[config.mk]
export PLATFORM = sky130hd
export DESIGN_NAME = cdma_encoder
export DESIGN_NICKNAME = d
export VERILOG_FILES = /design/src/rtl/AggrCDMAPkg.sv /design/src/rtl/cdma_encoder.sv
export SDC_FILE = /design/constraint.sdc
export NUM_CORES = 1
export LEC_CHECK = 0
export BUFFER_PORTS_ARGS = -buffer_cell sky130_fd_sc_hd__clkbuf_2
export CORE_ASPECT_RATIO = 0.75
export CORE_MARGIN = 2
export CORE_UTILIZATION = 39
export DETAILED_ROUTE_END_ITERATION = 10
export PLACE_DENSITY = 0.65
export REMOVE_ABC_BUFFERS = 1
export SLEW_MARGIN = 10
export SYNTH_ARGS = -nofsm -noshare
export SYNTH_HDL_FRONTEND = slang
export SYNTH_SLANG_ARGS = --single-unit
[constraint.sdc]
create_clock -name clk -period 3.01 [get_ports clk]
set_input_delay 0.602 -clock clk [delete_from_list [all_inputs] [get_ports clk]]
set_output_delay 0.602 -clock clk [all_outputs]
set_load 0.02 [all_outputs]
[src/rtl/AggrCDMAPkg.sv]
// Shared CDMA crossbar constants: word width, code length and the spreading-code table.
package AggrCDMAPkg;

  localparam int DATA_WIDTH      = 8;
  localparam int CDMA_CODE_WIDTH = 4;
  localparam int LOG_CODE_WIDTH  = $clog2(CDMA_CODE_WIDTH);
  localparam int COUNTER_WIDTH   = LOG_CODE_WIDTH;

  localparam logic [CDMA_CODE_WIDTH-1:0] CDMA_CODES [CDMA_CODE_WIDTH] = '{
    4'b0110, 4'b0101, 4'b0011, 4'b1111
  };

endpackage

[src/rtl/cdma_encoder.sv]
// Transmit-side CDMA spreader: one word per code frame, chips aligned to the decoders' counter/rotate_code.
// Optional build macro CDMA_ENC_STATS_EN adds frames_sent and sticky underrun outputs.
//
// state | meaning
// IDLE  | no frame on the channel, chip_out = 0
// SEND  | frame_data being spread across the current code frame
module cdma_encoder
  import AggrCDMAPkg::*;
#(
  parameter int CODE_NUM = 0
) (
  input  logic                                 clk,
  input  logic                                 rst,
  input  logic                                 rotate_code,
  input  logic [COUNTER_WIDTH-1:0]             counter,
  input  logic                                 in_valid,
  input  logic [DATA_WIDTH-1:0]                in_data,
  output logic                                 in_ready,
  output logic [DATA_WIDTH+LOG_CODE_WIDTH-1:0] chip_out,
  output logic                                 active
`ifdef CDMA_ENC_STATS_EN
  ,
  output logic [15:0]                          frames_sent,
  output logic                                 underrun
`endif
);

  localparam int CW = DATA_WIDTH + LOG_CODE_WIDTH;

  typedef enum logic {IDLE, SEND} state_t;

  state_t                       state_q, state_d;
  logic                         hold_valid;
  logic [DATA_WIDTH-1:0]        hold_data;
  logic [DATA_WIDTH-1:0]        frame_data;
  logic [CDMA_CODE_WIDTH-1:0]   code_reg;
  logic                         last_chip, fb, accept, load_frame;
  logic [CW-1:0]                data_ext, data_neg;

  assign last_chip = &counter;
  assign fb        = last_chip & rotate_code;
  assign in_ready  = !hold_valid;
  assign accept    = in_valid & in_ready;

  always_comb begin
    state_d    = state_q;
    load_frame = 1'b0;
    case (state_q)
      IDLE: if (fb && hold_valid) begin
        state_d    = SEND;
        load_frame = 1'b1;
      end
      SEND: if (fb) begin
        if (hold_valid) load_frame = 1'b1;
        else            state_d    = IDLE;
      end
      default: state_d = IDLE;
    endcase
  end

  always_ff @(posedge clk or negedge rst) begin
    if (!rst) begin
      state_q    <= IDLE;
      hold_valid <= 1'b0;
      hold_data  <= '0;
      frame_data <= '0;
      code_reg   <= CDMA_CODES[CODE_NUM];
    end else begin
      state_q <= state_d;
      // accept and load_frame are exclusive: one needs hold_valid low, the other high
      if (accept) begin
        hold_valid <= 1'b1;
        hold_data  <= in_data;
      end else if (load_frame) begin
        hold_valid <= 1'b0;
      end
      if (load_frame) frame_data <= hold_data;
      if (last_chip)        code_reg <= CDMA_CODES[CODE_NUM];
      else if (rotate_code) code_reg <= {code_reg[0], code_reg[CDMA_CODE_WIDTH-1:1]};
    end
  end

  assign data_ext = {{LOG_CODE_WIDTH{1'b0}}, frame_data};
  assign data_neg = -data_ext;
  assign active   = (state_q == SEND);
  assign chip_out = !active ? '0 : (code_reg[0] ? data_neg : data_ext);

`ifdef CDMA_ENC_STATS_EN
  always_ff @(posedge clk or negedge rst) begin
    if (!rst) begin
      frames_sent <= '0;
      underrun    <= 1'b0;
    end else if (fb && state_q == SEND) begin
      frames_sent <= frames_sent + 16'd1;
      if (!hold_valid) underrun <= 1'b1;
    end
  end
`endif

endmodule

Yosys cells after proc, flatten, opt, wreduce, memory -nomap -nowiden
Cells that the tools add are included.
Word-level totals
  register bits: 22
  output and inout port bits: 12
Operators by class
  add/sub/neg operators: 1
  muxes and demuxes: 12
  bitwise operators: 3
  reductions and logical operators: 5
Operators by type and width (count)
  $mux 10: 2
  $neg 8->10: 1
  $mux 4: 2
  $mux 1: 6
  $pmux 1 s2: 2
  $reduce_bool 2->1: 2
  $and 1x1->1: 2
  $reduce_and 2->1: 1
  $logic_and 1x1->1: 1
  $logic_not 1->1: 1
  $not 1->1: 1

Depth between registers and ports, before layout
Gate-level depths: netlist of run 1.
  depth in word-level cells: 7
  gate-level depth with buffers: 5

Worst setup path after synthesis of run 1
No wires, ideal clock.
  kind: reg2out
  start point: register frame_data[6]
  end point: output chip_out[7]
  arrival time: 1.599 ns
  required time: 2.408 ns
  setup slack: 0.809 ns
  cell stages (with the launch flop): 4
  path through: dfrtp_1 or4_4 o41ai_4 mux2i_1
On the way
  word-level cells in the longest chain between the ends: 3
Ends and longest elaborated chain
  from (decl): RTL line cdma_encoder.sv:35  | logic [DATA_WIDTH-1:0] frame_data;
  from (signal assigned): RTL line cdma_encoder.sv:77  | if (load_frame) frame_data <= hold_data;
  $neg 8->10: RTL line cdma_encoder.sv:84  | assign data_neg = -data_ext;
  $mux 10 (2 in series): RTL line cdma_encoder.sv:86  | assign chip_out = !active ? '0 : (code_reg[0] ? data_neg : data_ext);
  to (decl): RTL line cdma_encoder.sv:19  | output logic [DATA_WIDTH+LOG_CODE_WIDTH-1:0] chip_out,
Every way passes these cells.

Worst setup path after layout of run 1
Ends and elaborated chain as after synthesis.

==> results of run 1 <==
power groups by stage:
| stage | registers (mW) | logic, mW | clock network, mW |
|---|---|---|---|
| after floorplan | 0.476 | 0.280 | 0 |
| after global placement | 0.501 | 0.363 | 0 |
| after detailed placement | 0.509 | 0.375 | 0 |
| after CTS | 0.503 | 0.376 | 0.215 |
| after global routing | 0.524 | 0.409 | 0.229 |
| final | 0.504 | 0.370 | 0.208 |
layer usage:
layer	vias up	GRT usage, %
met5	-	0
met3	5	3.42
met1	378	18.9
met4	0	7.45
li1	383	-
met2	18	21.8
final cells by class:
class	instances	area, um2	area share [%]
Clock buffer	4	55.1	4.23
Sequential cell	22	553	42.5
Inverter	5	18.8	1.44
Multi-Input combinational cell	65	503	38.7
Tap cell	36	45.0	3.46
Timing Repair Buffer	25	125	9.62
critical path: stages, from the launching register on:
cell      delay [ns]
dfrtp_1         0.41
or4_4           0.56
o41ai_4         0.23
mux2i_1         0.23
clkbuf_2        0.19
worst max path at each step:
stage	end	slack, ns	depth (start not counted)
global route	chip_out[4]	0.44	6
floorplan	chip_out[7]	0.81	3
CTS	chip_out[7]	0.51	4
detailed placement	chip_out[7]	0.81	4
global placement	chip_out[7]	0.82	4
finish	chip_out[7]	0.52	4
stage by stage:
step | setup slack, ns | cells | power [mW]
2_1_floorplan | 0.809 | 92 | 0.756
3_3_place_gp | 0.823 | 153 | 0.864
3_5_place_dp | 0.807 | 153 | 0.884
4_1_cts | 0.514 | 157 | 1.09
5_1_grt | 0.439 | 157 | 1.16
6_report | 0.519 | 157 | 1.08
kinds of logic after synthesis:
| logic type | Yosys count |
|---|---|
| simple gates | 25 |
| buf+inv | 7 |
| fa+ha+maj | 1 |
| compound gates | 15 |
| flops | 22 |
| mux | 24 |
cells in the mapped netlist, types with 2 or more instances:
master | instances | share of area [%]
mux2i_1 | 8 | 7.4
nand2b_1 | 3 | 1.7
dfrtp_1 | 20 | 46
a21oi_1 | 9 | 4.2
nor2b_1 | 2 | 1.2
o21ai_0 | 4 | 1.8
or3_1 | 3 | 1.7
mux2_2 | 16 | 17
nor3_1 | 2 | 0.92
inv_1 | 5 | 1.7
nor2_1 | 4 | 1.4
dfstp_2 | 2 | 4.8
nand2_1 | 8 | 2.8
==> impl_metrics.ini, run 1 <==
[power_and_ir_drop]
peakVddDrop_uv = 284
internal_power_uw = 687
comb_power_share_pct = 34.2
power_density_nw_per_um2 = 832
switchingPower_uw = 395
power_switching_share_pct = 36.5
leakage_nw = 0.623
p_seq_share_pct = 46.6
clockPowerShare_pct = 19.2

[setup_path]
r2r_cells = 2
cp-startpoint = frame_data[6]
crit_type = reg2out
end_kind = primary output
cp.required_ns = 2.41
r2r_start = hold_valid
cp-start-kind = register
arrival_ns = 1.89
crit_fanout = 4
timing.rr.end = hold_data[4]
r2r_slack_ns = 1.52

[logic_synthesis]
synthDistinctLibCells = 21
synth_top_family_by_area = multiplexers
synth_simple_gate_area_share_pct = 12.0
synth-xor-area-share_pct = 0
synth_compound_area_share_pct = 9.24
syn_inst = 94
synth_area_um2 = 1080
synthAdderAreaFrac_pct = 1.15
yosys_warnings = 0
synth_top_flop_cell = dfrtp_1
synth_area_per_cell_um2 = 11.5
async_flop_share_pct = 100
synth_mux_area_share_pct = 24.0
synth-seq-cells = 22
synth_edf_count = 0
yosysSeqAreaShare_pct = 51.0

[finish]
diodes = 0
final_util_pct = 49.6
nets = 137
area_growth_syn_to_layout_pct = 20.0
layout_common_cells = 25 x clkbuf_2, 20 x dfrtp_1, 16 x mux2_2
drive_gt1_share_pct = 40.5
final_area_um2 = 1300
layout_commonest_cell = clkbuf_2
fillCellCount = 259

[routing]
first_iter_violations = 27
ant_nets = 0
top_layer = met4
firstDrtPassIters = 4
wirelength_um = 2030
vias = 784
wire_per_inst_um = 12.9
wl_met1_um = 1010
vias_per_cell = 4.99
drc = 0
dr_wl_met2_um = 878
wl_met3_um = 104

[sta]
hold_viol_final = 0
rsz0062_at_grt = false
finalSetupViolations = 0
min_period_ns = 2.49
period_share_pct = 82.8
drv_slew = 0
tightest_slew_ns = 0.702
setup_tns_ns = 0
clock.fmax_ghz = 0.401
max_slew_margin_pct = 53.1
fin_worst_skew_ns = 0.00215
hold_ws_ns = 0.310

[placed_design]
place_congestion = 0.713
place_area_um2 = 1240
dp_hpwl_um = 1580
io_buffers = 25

[global_routing]
grt_first_pass_wirelength_um = 3440
grt_max_degree = 23
grt_use_total_pct = 14.3
grt_pass1_vias = 741
antenna_found_initial = 0
grt-ovfl-total = 0

[floorplanning]
start_util_pct = 41.3
pin_count = 26
fp.dieArea_um2 = 3220
core_area_um2 = 2620
dieHeight_um = 49.6
rows = 16
die_x_um = 64.9

[cts]
clkSlewWorstSetupHoldPaths_ns = 0.07
cts_resized = 0
cts.sinks = 22
cts.htree.levels = 1
clock_path_buffers = 2
hold_buffers = 0
insertion_delay_ns = 0.26
cts_setup_buffers = 0
cts_buffers = 3
cts_tree = done
cts_root_buf = clkbuf_8

[run]
cap_violations = 0

[min_path]
hp-class = in2async

[outcome]
status = complete, no violations
Power figures use the tool's default switching activity.
==> run 2: changes to the inputs <==
--- a/config.mk
+++ b/config.mk
@@ -10,7 +10,7 @@
 export CORE_MARGIN = 2
 export CORE_UTILIZATION = 39
 export DETAILED_ROUTE_END_ITERATION = 10
-export PLACE_DENSITY = 0.65
+export PLACE_DENSITY = 0.68
 export REMOVE_ABC_BUFFERS = 1
 export SLEW_MARGIN = 10
 export SYNTH_ARGS = -nofsm -noshare
==> constraint.sdc (replaced) <==
create_clock -name clk -period 2 [get_ports clk]
set_input_delay 0.4 -clock clk [delete_from_list [all_inputs] [get_ports clk]]
set_output_delay 0.4 -clock clk [all_outputs]
set_load 0.02 [all_outputs]
==> run 2 against run 1 <==
Effect of this change: the flow now finishes with violations (setup timing); highest routed layer unchanged; critical path depth unchanged; combinational power up 110%; worst setup slack worse by 0.77 ns; utilization grew 4.8 points; register-to-register slack got worse by 0.74 ns; via count rose by 5.2%; final cell count increased by 5.1%; largest power group is now combinational logic; sequential cell count did not move.
==> impl_metrics.ini, run 2 (synthesis gave the netlist of run 1 again) <==
[outcome]
status = complete, but fails checks
violations = setup timing

[finish]
area_growth_syn_to_layout_pct = 31.6
multi_input_area_um2 = 542
fillCellCount = 238
nets = 145
final_cell_count_no_fill = 165
diodes = 0
regArea_um2 = 554
drive_gt1_share_pct = 50.4
layout_common_cells = 19 x dfrtp_1, 19 x clkbuf_2, 16 x mux2_2

[setup_path]
cp.required_ns = 1.60
end_kind = primary output
cp-start-kind = register
arrival_ns = 1.85
path_cells = or4_4, o41ai_4, mux2i_1, buf_2
slowest_delay_ns = 0.56
cpLargestDelayFamily = simple AND/OR/NAND/NOR gates
crit_fanout = 2
slowest_stage = or4_4
crit_type = reg2out
critPathBufInv = 1

[cts]
cts_buffers = 3
cts_root_buf = clkbuf_8
cts_tree = done
cts.sinks = 22
insertion_delay_ns = 0.26
cts_setup_buffers = 0
hold_buffers = 0
clkSlewWorstSetupHoldPaths_ns = 0.08
clock_path_buffers = 2
cts.htree.levels = 1

[sta]
max_slew_margin_pct = 63.2
finalSetupViolations = 4
drv_slew = 0
clock.fmax_ghz = 0.444
hold_viol_final = 0
setup_tns_ns = -0.306
fin_worst_skew_ns = 0.00186
rsz0062_at_grt = true
setup_slack_ns = -0.252
tightest_slew_ns = 0.551
min_period_ns = 2.25
period_share_pct = 113

[routing]
firstDrtPassIters = 4
first_iter_violations = 30
wire_per_inst_um = 12.9
wirelength_um = 2130
ant_nets = 0
drc = 0
vias = 825
vias_per_cell = 5.00

[floorplanning]
dieHeight_um = 49.6
pin_count = 26
rows = 16
start_util_pct = 41.3
fp.dieArea_um2 = 3220
core_area_um2 = 2620
die_x_um = 64.9

[power_and_ir_drop]
power_switching_share_pct = 34.5
switchingPower_uw = 660
power_density_nw_per_um2 = 1340
leakage_nw = 0.676
clockPowerShare_pct = 21.4
comb_power_share_pct = 41.1
internal_power_mw = 1.25
peakVddDrop_uv = 705
p_seq_share_pct = 37.5

[placed_design]
dp_hpwl_um = 1630
post-place-ws_ns = 0.0185
io_buffers = 25
place_congestion = 0.682
placed_cells = 161

[global_routing]
grt_pass1_vias = 786
antenna_found_initial = 0
grt_first_pass_wirelength_um = 3670
grt_use_total_pct = 15.0
grt-ovfl-total = 0
grt_max_degree = 23

[run]
cap_violations = 0

[min_path]
hp-class = in2async
-- run 2: changes by cell type in the layout (fill, tap and decap cells not counted), sizes merged --
cell,previous run,this run
buf,0,14
clkbuf,29,22
bufinv,0,1
-- run 2: area by class of cell --
cell class,instances,share of cell area (%)
clock inverter,1,2.11
timing repair buffer,33,13.7
sequential,22,38.9
multi-input combinational,65,38.0
inverter,5,1.32
tap,36,3.16
clock buffer,3,2.89
-- run 2: power groups by stage --
stage	combinational [mW]	clock, mW	sequential (mW)
after floorplan	0.422	0	0.716
after global placement	0.691	0	0.698
after detailed placement	0.715	0	0.709
after CTS	0.742	0.422	0.702
after global routing	0.866	0.448	0.736
final	0.786	0.409	0.716
-- run 2: metrics by stage --
stage / area, um2 / utilization, % / total power [mW] / hold WS, ns
6_report: 1430 / 54.4 / 1.91 / 0.111
5_1_grt: 1430 / 54.4 / 2.05 / 0.138
4_1_cts: 1390 / 53.1 / 1.87 / 0.118
3_5_place_dp: 1310 / 49.8 / 1.42 / 0.407
3_3_place_gp: 1310 / 49.8 / 1.39 / 0.399
2_1_floorplan: 1070 / - / 1.14 / 0.104
-- run 2: path summary, 6_finish.rpt --
kind	start	endpoint	slack, ns	depth (start not counted)
min in group clk	counter[1]	code_reg[3]	0.35	2
min reg2reg	hold_data[5]	hold_data[5]	0.51	1
max reg2reg	hold_valid	frame_data[4]	0.78	2
max	frame_data[6]	chip_out[7]	-0.25	4
max in group asynchronous	rst	frame_data[2]	1.49	1
min	rst	hold_valid	0.11	1
-- run 2: what timing repair did --
item | CTS | global route
endpoints found under the setup margin | 7 | 8
pin swaps | 2 | 1
gates resized for setup | 5 | 16
-- run 2: metal layers --
layer	share of wire (%)	global-route usage (%)	up-vias
met5	0	0	-
met4	0.52	3.19	0
met3	6.4	4.79	2
met2	44	22.0	27
met1	49	21.8	397
li1	-	-	399
